`src/rtl/gf8_inner_product_seq.sv`:
```
// Sequential GF(2^8) inner product: P lanes per beat, N/P beats per vector,
// valid/ready in and out, with synchronous abort.
module gf8_inner_product_seq #(
  parameter int          N    = 8,
  parameter int          P    = 2,
  parameter logic [7:0]  POLY = 8'h1B
) (
  input  logic             clk,
  input  logic             rst_n,
  input  logic             abort,
  input  logic             in_valid,
  output logic             in_ready,
  input  logic [P*8-1:0]   x_beat,
  input  logic [P*8-1:0]   y_beat,
  output logic             out_valid,
  input  logic             out_ready,
  output logic [7:0]       xy
);

  localparam int BEATS = N / P;
  localparam int CW    = (BEATS > 1) ? $clog2(BEATS) : 1;
  localparam logic [CW-1:0] LAST = CW'(BEATS - 1);

  if (N < 1 || P < 1 || P > N || (N % P) != 0) begin : g_param_chk
    $error("gf8_inner_product_seq: need 1 <= P <= N and N %% P == 0");
  end

  typedef enum logic {
    ACC,
    HOLD
  } state_e;

  state_e        state_q, state_d;
  logic [CW-1:0] cnt_q, cnt_d;
  logic [7:0]    acc_q, acc_d;
  logic [7:0]    partial;
  logic          beat_ok;

  function automatic logic [7:0] gf_mul(
    input logic [7:0] a,
    input logic [7:0] b
  );
    logic [7:0] aa;
    logic [7:0] r;
    aa = a;
    r  = 8'h00;
    for (int i = 0; i < 8; i++) begin
      if (b[i]) r = r ^ aa;
      aa = {aa[6:0], 1'b0} ^ (aa[7] ? POLY : 8'h00);
    end
    return r;
  endfunction

  always_comb begin
    partial = 8'h00;
    for (int k = 0; k < P; k++) begin
      partial = partial ^ gf_mul(x_beat[8*k +: 8], y_beat[8*k +: 8]);
    end
  end

  always_comb begin
    state_d   = state_q;
    cnt_d     = cnt_q;
    acc_d     = acc_q;
    in_ready  = (state_q == ACC);
    out_valid = (state_q == HOLD);
    xy        = acc_q;
    beat_ok   = in_valid && in_ready;

    unique case (state_q)
      ACC: begin
        if (beat_ok) begin
          acc_d = (cnt_q == '0) ? partial : (acc_q ^ partial);
          if (cnt_q == LAST) begin
            cnt_d   = '0;
            state_d = HOLD;
          end else begin
            cnt_d = cnt_q + CW'(1);
          end
        end
      end
      HOLD: begin
        if (out_ready) state_d = ACC;
      end
      default: state_d = ACC;
    endcase

    // Abort wins over any handshake taken in the same cycle.
    if (abort) begin
      state_d = ACC;
      cnt_d   = '0;
      acc_d   = 8'h00;
    end
  end

  always_ff @(posedge clk) begin
    if (!rst_n) begin
      state_q <= ACC;
      cnt_q   <= '0;
      acc_q   <= 8'h00;
    end else begin
      state_q <= state_d;
      cnt_q   <= cnt_d;
      acc_q   <= acc_d;
    end
  end

endmodule

```
`config.mk`:
```
export PLATFORM = sky130hd
export DESIGN_NAME = gf8_inner_product_seq
export DESIGN_NICKNAME = d
export VERILOG_FILES = /design/src/rtl/gf8_inner_product_seq.sv
export SDC_FILE = /design/constraint.sdc
export NUM_CORES = 1
export LEC_CHECK = 0
export BUFFER_PORTS_ARGS = -buffer_cell sky130_fd_sc_hd__buf_2
export CAP_MARGIN = 5
export CORE_MARGIN = 2
export CORE_UTILIZATION = 45
export DETAILED_ROUTE_END_ITERATION = 6
export GPL_TIMING_DRIVEN = 0
export PLACE_DENSITY = 0.68
export REMOVE_ABC_BUFFERS = 1
export SETUP_SLACK_MARGIN = 0.5
export SLEW_MARGIN = 0
export SYNTH_ARGS = -nofsm -noshare
export SYNTH_HDL_FRONTEND = slang
export SYNTH_SLANG_ARGS = --single-unit
```
`constraint.sdc`:
```
create_clock -name clk -period 2.4 [get_ports clk]
set_input_delay 0.36 -clock clk [delete_from_list [all_inputs] [get_ports clk]]
set_output_delay 0.36 -clock clk [all_outputs]
set_load 0.005 [all_outputs]
```
==> Word-level counts from Yosys, hierarchy flattened <==
Cells that the tools add are included.
{ "word_totals": {"ff_bits": 11, "input_bits": 37, "output_inout_bits": 10, "elab_cells": 77} }
{ "classes": {"n_addsub": 1, "n_eq_ne": 1, "muxes": 36, "bitwise_logic": 32, "reduce_logical": 4} }
{ "op_table": {"columns": ["operator", "n"], "rows": [
  ["8-bit 2-to-1 mux", 17],
  ["8-bit bitwise XOR", 16],
  ["8-bit by 5-bit bitwise XOR with 8-bit output", 14],
  ["5-bit 2-to-1 mux", 14],
  ["1-bit 2-to-1 mux", 3],
  ["2-bit by 1-bit adder with 2-bit output (second input constant)", 1],
  ["2-bit equality test (second input constant)", 1],
  ["2-bit logical NOT", 1],
  ["2-bit 2-to-1 mux", 1],
  ["1-bit NOT", 2],
  ["1-bit one-hot mux with 2 select lines", 1],
  ["2-bit AND reduction", 1],
  ["2-bit OR reduction", 1],
  ["1-bit logical AND", 1]
]} }

==> Longest topological paths before layout <==
Gate-level depths: netlist (run 1).
{ "logic_depth": {"word_depth": 19, "depth_mapped": 11, "ltp_nobuf": 9} }

==> Worst setup path after synthesis (run 1) <==
Ideal clock, no wire load.
{ "synth_path": {"path_kind": "input-to-reg", "startpoint": "input port y_beat[8]", "endpoint": "register acc_q[3] (netlist: xy[3])", "setup_ns": 0.128, "arrival_time_ns": 2.247, "required_time_ns": 2.272, "path_slack_ns": 0.025, "path_stages": 10, "n_path_buf": 1, "cell_sequence": "clkbuf_1 nand2_1 xor2_1 xnor3_1 xor3_1 xnor3_1 xor2_1 o21ai_0 a22oi_1 nor2_1"} }
{ "synth_between": {"elab_chain_len": 18} }
{ "synth_rtl": {"columns": ["element", "line", "source"], "rows": [
  ["start, declared", "14", "input logic [P*8-1:0] y_beat,"],
  ["8-bit 2-to-1 mux (*)", "48", "if (b[i]) r = r ^ aa;"],
  ["8-bit bitwise XOR", "48", null],
  ["8-bit 2-to-1 mux (*)", "48", null],
  ["8-bit bitwise XOR", "48", null],
  ["8-bit 2-to-1 mux (*)", "48", null],
  ["8-bit bitwise XOR", "48", null],
  ["8-bit 2-to-1 mux (*)", "48", null],
  ["8-bit bitwise XOR", "48", null],
  ["(+2 left out)", null, null],
  ["8-bit 2-to-1 mux (*)", "48", null],
  ["8-bit bitwise XOR", "48", null],
  ["8-bit 2-to-1 mux (*)", "48", null],
  ["8-bit bitwise XOR", "48", null],
  ["8-bit 2-to-1 mux (*)", "48", null],
  ["8-bit bitwise XOR (*)", "57", "partial = partial ^ gf_mul(x_beat[8*k +: 8], y_beat[8*k +: 8]);"],
  ["8-bit bitwise XOR", "73", "acc_d = (cnt_q == '0) ? partial : (acc_q ^ partial);"],
  ["8-bit 2-to-1 mux (*)", "73", null],
  ["end signal, assigned", "100", "acc_q <= 8'h00;"],
  ["end signal, assigned", "104", "acc_q <= acc_d;"],
  ["end, declared", "35", "logic [7:0] acc_q, acc_d;"]
]} }
Mark *: on every way between the ends. The rest lies on a longest branch, timed or not.
A chain may end at the register's enable or synchronous reset.

==> Worst setup path after layout (run 1) <==
{ "layout_path": {"startpoint": "input port x_beat[5]", "endpoint": "register acc_q[7] (netlist: xy[7])"} }
{ "layout_between": {"elab_chain_len": 17, "word_cells_on_any_way": 23, "cone_classes": "8 x mux; 15 x bitwise"} }
{ "layout_rtl": {"columns": ["element", "line", "source"], "rows": [
  ["start, declared", "13", "input logic [P*8-1:0] x_beat,"],
  ["8-bit by 5-bit bitwise XOR with 8-bit output (*) (2 in series)", "49", "aa = {aa[6:0], 1'b0} ^ (aa[7] ? POLY : 8'h00);"],
  ["8-bit bitwise XOR", "48", null],
  ["8-bit 2-to-1 mux", "48", null],
  ["8-bit bitwise XOR", "48", null],
  ["8-bit 2-to-1 mux", "48", null],
  ["8-bit bitwise XOR", "48", null],
  ["8-bit 2-to-1 mux", "48", null],
  ["8-bit bitwise XOR", "48", null],
  ["8-bit 2-to-1 mux", "48", null],
  ["8-bit bitwise XOR", "48", null],
  ["8-bit 2-to-1 mux", "48", null],
  ["8-bit bitwise XOR", "48", null],
  ["8-bit 2-to-1 mux (*)", "48", null],
  ["8-bit bitwise XOR (*)", "57", null],
  ["8-bit bitwise XOR", "73", null],
  ["8-bit 2-to-1 mux (*)", "73", null]
]} }
Marks and branches as above.

==> results.rst, run 1 <==
.. list-table::
   :header-rows: 1

   * - Metric
     - Value
   * - Pre-antenna DRT Iters
     - 4
   * - Worst-Skew Late Latency
     - 0.24 ns
   * - Compound-gate portion of the synthesized area
     - 0.0947
   * - Leakage power total
     - 1.69 nW
   * - Flop and latch count out of synthesis
     - 11
   * - Achievable frequency
     - 450 MHz
   * - Initial core utilization
     - 0.458
   * - Number of cells produced by synthesis
     - 425
   * - Clk pin slew, worst setup/hold paths
     - 0.05 ns
   * - Number of filler cells placed in the layout
     - 606
   * - Number of nets at the end of the flow
     - 495
   * - Largest family of logic cells by synthesized area
     - XOR/XNOR gates
   * - Worst vdd rail ir drop
     - 0.314 mV
   * - Unrepaired setup endpoints after global routing
     - yes
   * - H-tree Lvls
     - 1
   * - Count of nets left with antenna violations after detail routing
     - 0
   * - Maximum clock insertion buffer count
     - 2
   * - Sequential-to-total area share from yosys stat
     - 0.0715
   * - Total routed wirelength
     - 8510 um
   * - Crit path time final
     - 2.22 ns
   * - Clock tree root buffer cell
     - sky130_fd_sc_hd__clkbuf_8
   * - Drt via density
     - 5.38
   * - Xor/xnor cell area share of the yosys netlist
     - 0.532
   * - Share of cells above drive strength 1
     - 0.246
   * - P&R area growth vs syn
     - 27.6%
   * - Vias after detailed routing
     - 2,876
   * - Final antenna diode count
     - 0
   * - HP Class
     - in2reg
   * - Horizontal die dimension
     - 86.7 um
   * - Core Rows
     - 30
   * - Reported max-cap violation count
     - 0
   * - Final Max Slew Viols
     - 0
   * - CP max FO
     - 13
   * - Synth Area in Simple Gates
     - 0.207
   * - Period utilization
     - 0.925
   * - Violation count after the first detailed-route iteration
     - 211
   * - Count of hold buffers inserted by post-cts repair
     - 0
   * - Mean routed wirelength per cell
     - 15.9 um
   * - Number of failing setup endpoints in the final timing report
     - 0
   * - Minimum hold slack
     - 0.452 ns
   * - Global route total overflow
     - 0
   * - Post-synth cell types
     - 35
   * - Multiplexer share of the synthesized area
     - 0.0268
   * - Result of the run
     - finished clean
   * - Area of the mapped netlist
     - 0.00308 sq mm
   * - Number of clock sinks
     - 11
   * - Category of the worst setup path launch point
     - input pin
   * - Most frequent standard cell in the layout excluding fill and tap cells
     - sky130_fd_sc_hd__nand2_1
   * - Worst slew margin
     - 0.539
   * - Power density normalized to cell area
     - 568 mW/mm^2
   * - Initial antenna violation count
     - 0
   * - Commonest cells after routing, fill and taps aside
     - sky130_fd_sc_hd__nand2_1, sky130_fd_sc_hd__xnor2_1, sky130_fd_sc_hd__xor2_1, sky130_fd_sc_hd__buf_2
   * - Top-level I/O count
     - 47
   * - Final weighted congestion in routability-driven placement
     - 0.869
   * - First-pass GRT wire length
     - 13,600 um
   * - Final Hold Vio Count
     - 0
   * - Worst clock skew
     - 0.00171 ns
   * - Detailed Place HPWL
     - 5960 um
   * - Overall die area
     - 0.00752 sq mm
   * - GRT Resource Usage Total
     - 0.229
   * - Endpoint kind of the worst setup timing path
     - flip-flop
   * - DRC violations left
     - 0
   * - Clock buffers created by TritonCTS
     - 3
   * - Core outline area
     - 0.00672 sq mm
   * - Final design instance area without fill
     - 0.00393 sq mm
   * - Vertical extent of the die
     - 86.7 um
   * - Number of I/O port buffers
     - 46
   * - Endpoint required time on the critical path
     - 2.51 ns
   * - Type of the worst setup path
     - in2reg
   * - Yosys Warn Count
     - 0
   * - Maximum number of pins on one net before global-route repair
     - 17
   * - Adder-Cell Fraction of Synth Area
     - 0.00813
   * - Average size of a mapped cell
     - 7.24 sq um
   * - CTS tree
     - yes
   * - Slew at the pin closest to its max-slew limit
     - 0.690 ns
   * - Critical Path AT
     - 2.33 ns
   * - Number of global-route vias before repair
     - 2,745
   * - Cell Area, Placed
     - 0.00325 sq mm
==> metal layers <==
metal	track usage	vias up	wire, um
met4	0.0511	0	139
met2	0.425	91	4460
met3	0.0152	14	417
li1	-	1399	-
met1	0.287	1372	3490
met5	0	-	0
==> area by class of cell <==
type	instances	area, sq um	area share
multi-input cells	371	3030	0.771
repair buffers	63	512	0.130
flip-flops and latches	11	220	0.0561
well taps	80	100	0.0255
clock buffers	4	45.0	0.0115
inverters	6	22.5	0.00574
==> sequential cells by signal, summed over array words and instances (netlist names) <==
| register | count |
|---|---|
| xy | 8 |
| cnt_q | 2 |
| out_valid | 1 |
==> kinds of logic (layout without fill, tap and decap cells) <==
family | Yosys count | count (layout)
buffers and inverters | 43 | 73
DFF | 11 | 11
muxes | 8 | 8
xor gates and xnor gates | 157 | 157
AOI/OAI and AO/OA | 46 | 46
and+or+nand+nor | 158 | 158
adders and majority gates | 2 | 2
==> metrics by stage <==
step | TNS [ns] | utilization | instances | power (mW) | worst slack (ns)
2_1_floorplan | 0 | - | 388 | 1.39 | 0.207
3_3_place_gp | -1.66 | 0.483 | 514 | 1.71 | -0.489
3_5_place_dp | -2.04 | 0.483 | 514 | 1.74 | -0.568
4_1_cts | 0 | 0.568 | 534 | 2.11 | 0.153
5_1_grt | -0.000842 | 0.584 | 535 | 2.39 | -0.000842
6_report | 0 | 0.584 | 535 | 2.23 | 0.180
==> power breakdown <==
| part | leakage [nW] | switching [mW] | internal [mW] |
|---|---|---|---|
| Combinational | 1.58 | 0.827 | 0.961 |
| Sequential | 0.0895 | 0.0323 | 0.217 |
| Clock | 0.0228 | 0.0734 | 0.117 |
| Total | 1.69 | 0.933 | 1.30 |
==> critical path, cell delays in order <==
cell and delay [ns]:
sky130_fd_sc_hd__buf_6 0.15, sky130_fd_sc_hd__xor3_2 0.42, sky130_fd_sc_hd__nand2_1 0.10, sky130_fd_sc_hd__xnor3_1 0.22, sky130_fd_sc_hd__xnor3_2 0.44, sky130_fd_sc_hd__xnor2_2 0.17
sky130_fd_sc_hd__xnor2_2 0.16, sky130_fd_sc_hd__o21ai_1 0.08, sky130_fd_sc_hd__a22oi_1 0.17, sky130_fd_sc_hd__nor2_1 0.06
==> what timing repair did <==
item | in CTS | in global routing
setup endpoints to repair | 8 | 8
resized for setup | 78 | 18
hold endpoints to repair | 0 | 0
pin swaps | 34 | 17
buffers inserted | 16 | 1
==> synthesized netlist by cell type, drive strengths merged <==
| cell | n | area, sq um |
|---|---|---|
| a22oi | 8 | 60.1 |
| xnor3 | 12 | 270 |
| nand2 | 124 | 465 |
| a21oi | 8 | 40.0 |
| xnor2 | 94 | 838 |
| o211ai | 1 | 7.51 |
| a2bb2oi | 1 | 8.76 |
| and3b | 2 | 17.5 |
| xor2 | 47 | 434 |
| mux2i | 6 | 60.1 |
| nor3 | 2 | 10.0 |
| ha | 2 | 25.0 |
| nor2 | 16 | 60.1 |
| xor3 | 4 | 95.1 |
| clkbuf | 23 | 86.3 |
| inv | 6 | 22.5 |
| o31ai | 1 | 7.51 |
| o41ai | 1 | 8.76 |
| or2 | 1 | 6.26 |
| nand3 | 4 | 20.0 |
| buf | 14 | 75.1 |
| mux2 | 2 | 22.5 |
| dfxtp | 11 | 220 |
| nor3b | 1 | 7.51 |
| o221a | 2 | 22.5 |
| nand2b | 2 | 12.5 |
| o21ai | 18 | 90.1 |
| o221ai | 3 | 26.3 |
| a21boi | 1 | 7.51 |
| o22ai | 2 | 12.5 |
| nor2b | 6 | 37.5 |
==> worst paths after layout <==
check | from | endpoint | slack (ns) | depth (start not counted)
setup reg to reg | cnt_q[0] | xy[1] | 0.91 | 6
hold / removal | out_ready | out_valid | 0.45 | 3
hold reg to reg | cnt_q[1] | cnt_q[1] | 0.47 | 2
setup / recovery | x_beat[5] | xy[7] | 0.18 | 10
(Power assumes the default switching activity.)
==> run 2: changes to the inputs <==
--- a/config.mk
+++ b/config.mk
@@ -7,6 +7,7 @@
 export LEC_CHECK = 0
 export BUFFER_PORTS_ARGS = -buffer_cell sky130_fd_sc_hd__buf_2
 export CAP_MARGIN = 5
+export CORE_ASPECT_RATIO = 0.6
 export CORE_MARGIN = 2
 export CORE_UTILIZATION = 45
 export DETAILED_ROUTE_END_ITERATION = 6
==> run 2 against run 1 <==
Worst setup slack improved by 0.046 ns. First-iteration DRC count grew 28%. Clock skew is essentially flat. Clock-buffer cell count unchanged. Critical path depth did not move. Core utilization grew 3.6 points. Fmax rose by 2.1%. Sequential share of layout area down 0.27 points. Clock power grew 58%. Register-to-register slack improved by 0.05 ns. Cell area grew 5.0%. Critical path type unchanged. Critical endpoint is now xy[3]. Largest power group unchanged. Highest routed layer unchanged.
==> results.rst, run 2 (synthesized netlist as in run 1, its figures left out) <==
.. list-table::
   :header-rows: 1

   * - Metric
     - Value
   * - Result of the run
     - finished clean (unchanged)
   * - Commonest cells after routing, fill and taps aside
     - sky130_fd_sc_hd__nand2_1, sky130_fd_sc_hd__xnor2_1, sky130_fd_sc_hd__xor2_1, sky130_fd_sc_hd__buf_2, sky130_fd_sc_hd__buf_4 (was sky130_fd_sc_hd__nand2_1, sky130_fd_sc_hd__xnor2_1, sky130_fd_sc_hd__xor2_1, sky130_fd_sc_hd__buf_2)
   * - Worst slew margin
     - 0.559 (was 0.539)
   * - Vertical extent of the die
     - 68.1 um (was 86.7 um)
   * - Crit path largest cell delay
     - 0.43 ns (was 0.44 ns)
   * - Violation count after the first detailed-route iteration
     - 270 (was 211)
   * - Number of buffers and inverters on the critical path
     - 1 (unchanged)
   * - Final weighted congestion in routability-driven placement
     - 0.902 (was 0.869)
   * - Final Hold Vio Count
     - 0 (unchanged)
   * - H-tree Lvls
     - 1 (unchanged)
   * - First-pass GRT wire length
     - 14,300 um (was 13,600 um)
   * - Reported max-cap violation count
     - 0 (unchanged)
   * - Category of the worst setup path launch point
     - input pin (unchanged)
   * - Worst vdd rail ir drop
     - 0.287 mV (was 0.314 mV)
   * - P&R area growth vs syn
     - 34.0% (was 27.6%)
   * - Final Max Slew Viols
     - 0 (unchanged)
   * - Mean routed wirelength per cell
     - 15.9 um (about the same)
   * - Share of cells above drive strength 1
     - 0.247 (was 0.246)
   * - Total area of multi-input combinational cells
     - 0.00298 sq mm (was 0.00303 sq mm)
   * - Leakage power total
     - 1.77 nW (was 1.69 nW)
   * - Number of I/O port buffers
     - 46 (unchanged)
   * - Dominant cell type by count on the critical path
     - sky130_fd_sc_hd__xnor3_1 (was sky130_fd_sc_hd__xnor2_2)
   * - Overall die area
     - 0.00754 sq mm (was 0.00752 sq mm)
   * - Initial core utilization
     - 0.463 (was 0.458)
   * - Top-level I/O count
     - 47 (unchanged)
   * - Number of global-route vias before repair
     - 2,742 (was 2,745)
   * - DRC violations left
     - 0 (unchanged)
   * - Max FFs per register
     - 8 (unchanged)
   * - Initial antenna violation count
     - 0 (unchanged)
   * - HP Class
     - in2reg (unchanged)
   * - Number of clock sinks
     - 11 (unchanged)
   * - Power density normalized to cell area
     - 552 mW/mm^2 (was 568 mW/mm^2)
   * - Vias after detailed routing
     - 2,929 (was 2,876)
   * - Clock buffers created by TritonCTS
     - 3 (unchanged)
   * - Slew at the pin closest to its max-slew limit
     - 0.660 ns (was 0.690 ns)
   * - CP max FO
     - 5 (was 13)
   * - Critical Path, Cell by Cell
     - buf_16, xnor2_4, or2_0, a21boi_2, xnor3_1, xnor3_1, xor2_2, o21ai_1, a22oi_1, nor2_1 (was buf_6, xor3_2, nand2_1, xnor3_1, xnor3_2, xnor2_2, xnor2_2, o21ai_1, a22oi_1, nor2_1)
   * - Endpoint required time on the critical path
     - 2.50 ns (was 2.51 ns)
   * - Crit path time final
     - 2.17 ns (was 2.22 ns)
   * - Flip-flop and latch area
     - 220 sq um (unchanged)
   * - Worst clock skew
     - 0.00176 ns (was 0.00171 ns)
   * - Kind of cell with the highest combined delay on the critical path
     - XOR/XNOR gates (unchanged)
   * - Detailed Place HPWL
     - 6220 um (was 5960 um)
   * - Global route total overflow
     - 0 (unchanged)
   * - Core outline area
     - 0.00665 sq mm (was 0.00672 sq mm)
   * - Maximum clock insertion buffer count
     - 2 (unchanged)
   * - Core Rows
     - 23 (was 30)
   * - Number of nets at the end of the flow
     - 509 (was 495)
   * - Number of failing setup endpoints in the final timing report
     - 0 (unchanged)
   * - Drt via density
     - 5.27 (was 5.38)
   * - RR Startpoint
     - cnt_q[0] (unchanged)
   * - Dpl cells
     - 521 (was 514)
   * - Count of non-filler cells in the finished layout
     - 556 (was 535)
   * - Count of hold buffers inserted by post-cts repair
     - 0 (unchanged)
   * - Unrepaired setup endpoints after global routing
     - yes (unchanged)
   * - Critical Path AT
     - 2.28 ns (was 2.33 ns)
   * - Timing startpoint of the critical path
     - x_beat[15] (was x_beat[5])
   * - Number of filler cells placed in the layout
     - 562 (was 606)
   * - Final core utilization
     - 0.620 (was 0.584)
   * - Horizontal die dimension
     - 111 um (was 86.7 um)
   * - Fin Setup TNS
     - 0 ns (unchanged)
   * - Achievable frequency
     - 460 MHz (was 450 MHz)
   * - Total routed wirelength
     - 8850 um (was 8510 um)
   * - Start point of the worst min-delay path
     - out_ready (unchanged)
   * - Critical-path top delay cell
     - sky130_fd_sc_hd__xnor3_1 (was sky130_fd_sc_hd__xnor3_2)
   * - Most frequent standard cell in the layout excluding fill and tap cells
     - sky130_fd_sc_hd__nand2_1 (unchanged)
   * - Endpoint kind of the worst setup timing path
     - flip-flop (unchanged)
   * - GRT Resource Usage Total
     - 0.241 (was 0.229)
   * - Final antenna diode count
     - 0 (unchanged)
   * - Worst-Skew Late Latency
     - 0.24 ns (about the same)
   * - Maximum number of pins on one net before global-route repair
     - 17 (unchanged)
   * - Type of the worst setup path
     - in2reg (unchanged)
   * - Pre-antenna DRT Iters
     - 5 (was 4)
   * - Period utilization
     - 0.906 (was 0.925)
   * - Clk pin slew, worst setup/hold paths
     - 0.04 ns (was 0.05 ns)
   * - CTS tree
     - yes (unchanged)
   * - Count of nets left with antenna violations after detail routing
     - 0 (unchanged)
   * - Clock tree root buffer cell
     - sky130_fd_sc_hd__clkbuf_16 (was sky130_fd_sc_hd__clkbuf_8)
==> run 2: per-layer routing <==
metal / wire [um] / part of all wire / vias to the layer above / track usage
li1: - / - / 1427 / -
met3: 910 / 0.10 / 8 / 0.0345
met1: 3920 / 0.44 / 1357 / 0.351
met2: 3940 / 0.45 / 137 / 0.393
met5: 0 / 0 / - / 0
met4: 81 / 0.0092 / 0 / 0.0313
==> run 2: worst reg2reg max path: cells and delay by family, from the launching register on <==
family	cells	cell delay [ns]
compound gates	3	0.46
fa+ha+maj	1	0.38
buf+inv	1	0.06
flops	1	0.36
simple gates	1	0.05
==> run 2: what timing repair did <==
item / in CTS / in global routing
buffers inserted: 28 / 1
endpoints found under the setup margin: 8 / 8
gates cloned: 2 / 0
pin swaps: 42 / 8
gates resized for setup: 84 / 13
==> run 2: report_power, final <==
| part | internal, mW | total (mW) | switching (mW) |
|---|---|---|---|
| Sequential | 0.218 | 0.247 | 0.0287 |
| Combinational | 0.925 | 1.73 | 0.805 |
| Clock | 0.223 | 0.301 | 0.0781 |
| Total | 1.37 | 2.28 | 0.912 |
==> run 2: through the flow <==
stage / worst slack [ns] / cell area [sq um] / hold slack, ns / power [mW]
floorplan: 0.207 / 2920 / 0.453 / 1.39
global placement: -0.470 / 3260 / 0.470 / 1.70
detailed placement: -0.503 / 3260 / 0.481 / 1.73
CTS: 0.244 / 4040 / 0.477 / 2.23
global route: 0.0884 / 4120 / 0.477 / 2.44
finish: 0.225 / 4120 / 0.477 / 2.28
==> run 2: worst paths after layout <==
path	slack (ns)	depth (start not counted)	endpoint
worst min-delay path	0.48	3	out_valid
worst max-delay path	0.23	10	xy[3]
worst max register to register	0.96	6	xy[1]
worst min register to register	0.49	2	cnt_q[1]
==> run 2: final cells by class <==
| class | instances | area share |
|---|---|---|
| inverter | 6 | 0.00546 |
| clock buffer | 4 | 0.0191 |
| tap | 87 | 0.0264 |
| timing repair buffer | 77 | 0.173 |
| multi-input combinational | 371 | 0.722 |
| sequential | 11 | 0.0534 |
==> run 3: changes to the inputs <==
--- a/config.mk
+++ b/config.mk
@@ -14,7 +14,7 @@
 export GPL_TIMING_DRIVEN = 0
 export PLACE_DENSITY = 0.68
 export REMOVE_ABC_BUFFERS = 1
-export SETUP_SLACK_MARGIN = 0.5
+export SETUP_SLACK_MARGIN = 0.15
 export SLEW_MARGIN = 0
 export SYNTH_ARGS = -nofsm -noshare
 export SYNTH_HDL_FRONTEND = slang
==> run 3 against run 2 <==
Clock-buffer cell count stayed put. Routed wire length shrank 3.3%. Critical path type unchanged. Clock power about the same. Critical endpoint unchanged. Critical path depth did not move.
==> results.rst, run 3 (synthesized netlist as in run 1, its figures left out) <==
.. list-table::
   :header-rows: 1

   * - Metric
     - Value
   * - Detailed Place HPWL
     - 6220 um (unchanged)
   * - H-tree Lvls
     - 1 (unchanged)
   * - Result of the run
     - finished clean (unchanged)
   * - Leakage power total
     - 1.64 nW (was 1.77 nW)
   * - Crit path largest cell delay
     - 0.47 ns (was 0.43 ns)
   * - Type of the worst setup path
     - in2reg (unchanged)
   * - Sw Share
     - 0.405 (was 0.400)
   * - Initial antenna violation count
     - 0 (unchanged)
   * - HP Class
     - in2reg (unchanged)
   * - Clock tree root buffer cell
     - sky130_fd_sc_hd__clkbuf_16 (unchanged)
   * - Vertical extent of the die
     - 68.1 um (unchanged)
   * - Worst slew margin
     - 0.558 (was 0.559)
   * - Number of failing setup endpoints in the final timing report
     - 0 (unchanged)
   * - Worst Hold Path EP
     - out_valid (unchanged)
   * - Final weighted congestion in routability-driven placement
     - 0.902 (unchanged)
   * - Reg-to-reg endpoint
     - xy[1] (unchanged)
   * - Endpoint kind of the worst setup timing path
     - flip-flop (unchanged)
   * - Mean routed wirelength per cell
     - 15.7 um (was 15.9 um)
   * - Max FFs per register
     - 8 (unchanged)
   * - Maximum number of pins on one net before global-route repair
     - 17 (unchanged)
   * - P&R area growth vs syn
     - 25.4% (was 34.0%)
   * - Final Max Slew Viols
     - 0 (unchanged)
   * - Pre-antenna DRT Iters
     - 4 (was 5)
   * - Number of global-route vias before repair
     - 2,573 (was 2,742)
   * - Total power draw
     - 2.23 mW (was 2.28 mW)
   * - Commonest cells after routing, fill and taps aside
     - sky130_fd_sc_hd__nand2_1, sky130_fd_sc_hd__xnor2_1, sky130_fd_sc_hd__xor2_1, sky130_fd_sc_hd__buf_2, sky130_fd_sc_hd__buf_4 (unchanged)
   * - Clock buffers created by TritonCTS
     - 3 (unchanged)
   * - Minimum hold slack
     - 0.477 ns (about the same)
   * - Worst clock skew
     - 0.000861 ns (was 0.00176 ns)
   * - Category of the worst setup path launch point
     - input pin (unchanged)
   * - CTS tree
     - yes (unchanged)
   * - Reported max-cap violation count
     - 0 (unchanged)
   * - Final design instance area without fill
     - 0.00386 sq mm (was 0.00412 sq mm)
   * - Count of nets left with antenna violations after detail routing
     - 0 (unchanged)
   * - Unrepaired setup endpoints after global routing
     - yes (unchanged)
   * - Maximum clock insertion buffer count
     - 2 (unchanged)
   * - CP max FO
     - 9 (was 5)
   * - Fin Setup TNS
     - 0 ns (unchanged)
   * - RR Startpoint
     - cnt_q[0] (unchanged)
   * - Portion of total power attributed to the clock network
     - 0.135 (was 0.132)
   * - Number of I/O port buffers
     - 46 (unchanged)
   * - Worst vdd rail ir drop
     - 0.270 mV (was 0.287 mV)
   * - Start point of the worst min-delay path
     - out_ready (unchanged)
   * - Global route total overflow
     - 0 (unchanged)
   * - Vias after detailed routing
     - 2,883 (was 2,929)
   * - Slew at the pin closest to its max-slew limit
     - 0.662 ns (was 0.660 ns)
   * - Share of cells above drive strength 1
     - 0.221 (was 0.247)
   * - Cell Area, Placed
     - 0.00326 sq mm (unchanged)
   * - First-pass GRT wire length
     - 13,300 um (was 14,300 um)
   * - Power share of the sequential group
     - 0.111 (was 0.108)
   * - Period utilization
     - 0.918 (was 0.906)
   * - Internal power of the cells
     - 1.33 mW (was 1.37 mW)
   * - Power density normalized to cell area
     - 577 mW/mm^2 (was 552 mW/mm^2)
   * - Horizontal die dimension
     - 111 um (unchanged)
   * - DRC violations left
     - 0 (unchanged)
   * - Achievable frequency
     - 454 MHz (was 460 MHz)
   * - Core outline area
     - 0.00665 sq mm (unchanged)
   * - Depth of the worst hold-timing path
     - 3 (unchanged)
   * - Overall die area
     - 0.00754 sq mm (unchanged)
   * - Number of nets at the end of the flow
     - 497 (was 509)
   * - Worst-Skew Late Latency
     - 0.24 ns (about the same)
   * - Critical-path top delay cell
     - sky130_fd_sc_hd__xor3_2 (was sky130_fd_sc_hd__xnor3_1)
   * - Most frequent standard cell in the layout excluding fill and tap cells
     - sky130_fd_sc_hd__nand2_1 (unchanged)
   * - Reg2reg path depth
     - 6 (unchanged)
   * - Drt via density
     - 5.30 (was 5.27)
   * - GRT Resource Usage Total
     - 0.223 (was 0.241)
   * - Core Rows
     - 23 (unchanged)
   * - Endpoint required time on the critical path
     - 2.50 ns (about the same)
   * - Top-level I/O count
     - 47 (unchanged)
   * - Final Hold Vio Count
     - 0 (unchanged)
   * - Crit path time final
     - 2.20 ns (was 2.17 ns)
   * - R2r setup slk
     - 0.95 ns (was 0.96 ns)
   * - Number of clock sinks
     - 11 (unchanged)
   * - Final antenna diode count
     - 0 (unchanged)
   * - Critical Path AT
     - 2.31 ns (was 2.28 ns)
   * - Critical Path, Cell by Cell
     - buf_16, xor3_2, xnor2_1, nand2_1, xor2_2, xnor3_1, xor2_2, o21ai_0, a22oi_1, nor2_1 (was buf_16, xnor2_4, or2_0, a21boi_2, xnor3_1, xnor3_1, xor2_2, o21ai_1, a22oi_1, nor2_1)
   * - Clk pin slew, worst setup/hold paths
     - 0.04 ns (about the same)
   * - Net switching component of the power
     - 0.902 mW (was 0.912 mW)
   * - Dominant cell type by count on the critical path
     - sky130_fd_sc_hd__xor2_2 (was sky130_fd_sc_hd__xnor3_1)
   * - Logic gate share of total power
     - 0.754 (was 0.760)
   * - Violation count after the first detailed-route iteration
     - 249 (was 270)
   * - Initial core utilization
     - 0.463 (unchanged)
   * - Total routed wirelength
     - 8560 um (was 8850 um)
==> run 3: cell count changes in the layout (fill, tap and decap cells not counted), sizes merged <==
cell    delta
clkbuf     +2
bufbuf     -2
buf       -12
==> run 3: worst max-delay path: cells and delay by family <==
family,cells,cell delay [ns]
AOI/OAI and AO/OA,2,0.27
buffers and inverters,1,0.13
and+or+nand+nor,2,0.17
xor gates and xnor gates,5,1.38
==> run 3: layer usage <==
metal / wire length (um) / track usage / vias to the layer above / share of wire
li1: - / - / 1407 / -
met1: 3940 / 0.340 / 1338 / 0.46
met2: 3730 / 0.347 / 128 / 0.44
met3: 808 / 0.0275 / 10 / 0.094
met4: 81 / 0.0234 / 0 / 0.0095
met5: 0 / 0 / - / 0
==> run 3: worst max-delay path by stage <==
stage / slack (ns) / startpoint / cells after the start / endpoint
finish: 0.20 / x_beat[7] / 10 / xy[3]
global route: 0.07 / x_beat[14] / 11 / xy[4]
CTS: 0.15 / x_beat[15] / 10 / xy[3]
detailed placement: -0.50 / x_beat[7] / 10 / xy[3]
global placement: -0.47 / x_beat[15] / 10 / xy[3]
floorplan: 0.21 / x_beat[15] / 9 / xy[3]
==> run 3: final cells by class <==
| cell class | instances | area, sq um |
|---|---|---|
| clock buffer | 4 | 78.8 |
| tap | 87 | 109 |
| inverter | 6 | 22.5 |
| multi-input combinational | 371 | 2930 |
| timing repair buffer | 65 | 500 |
| fill | 583 | 2790 |
| sequential | 11 | 220 |
==> run 3: power groups by stage <==
stage | clock network [mW] | logic (mW) | registers, mW
detailed placement | 0 | 1.48 | 0.250
finish | 0.302 | 1.68 | 0.247
global placement | 0 | 1.46 | 0.248
floorplan | 0 | 1.14 | 0.251
CTS | 0.306 | 1.57 | 0.247
global route | 0.317 | 1.82 | 0.254
==> run 3: what timing repair did <==
action                     in CTS  in global routing
cloned                          0                  0
setup endpoints to repair       7                  7
pin swaps                       9                 20
resized for setup              41                 34
hold buffers                    0                  0
buffers inserted                6                 13
==> run 3: stage by stage <==
step	worst slack, ns	util	cells
finish	0.196	0.581	544
global route	0.0693	0.581	544
CTS	0.155	0.542	531
detailed placement	-0.503	0.490	521
global placement	-0.470	0.490	521
floorplan	0.207	-	388
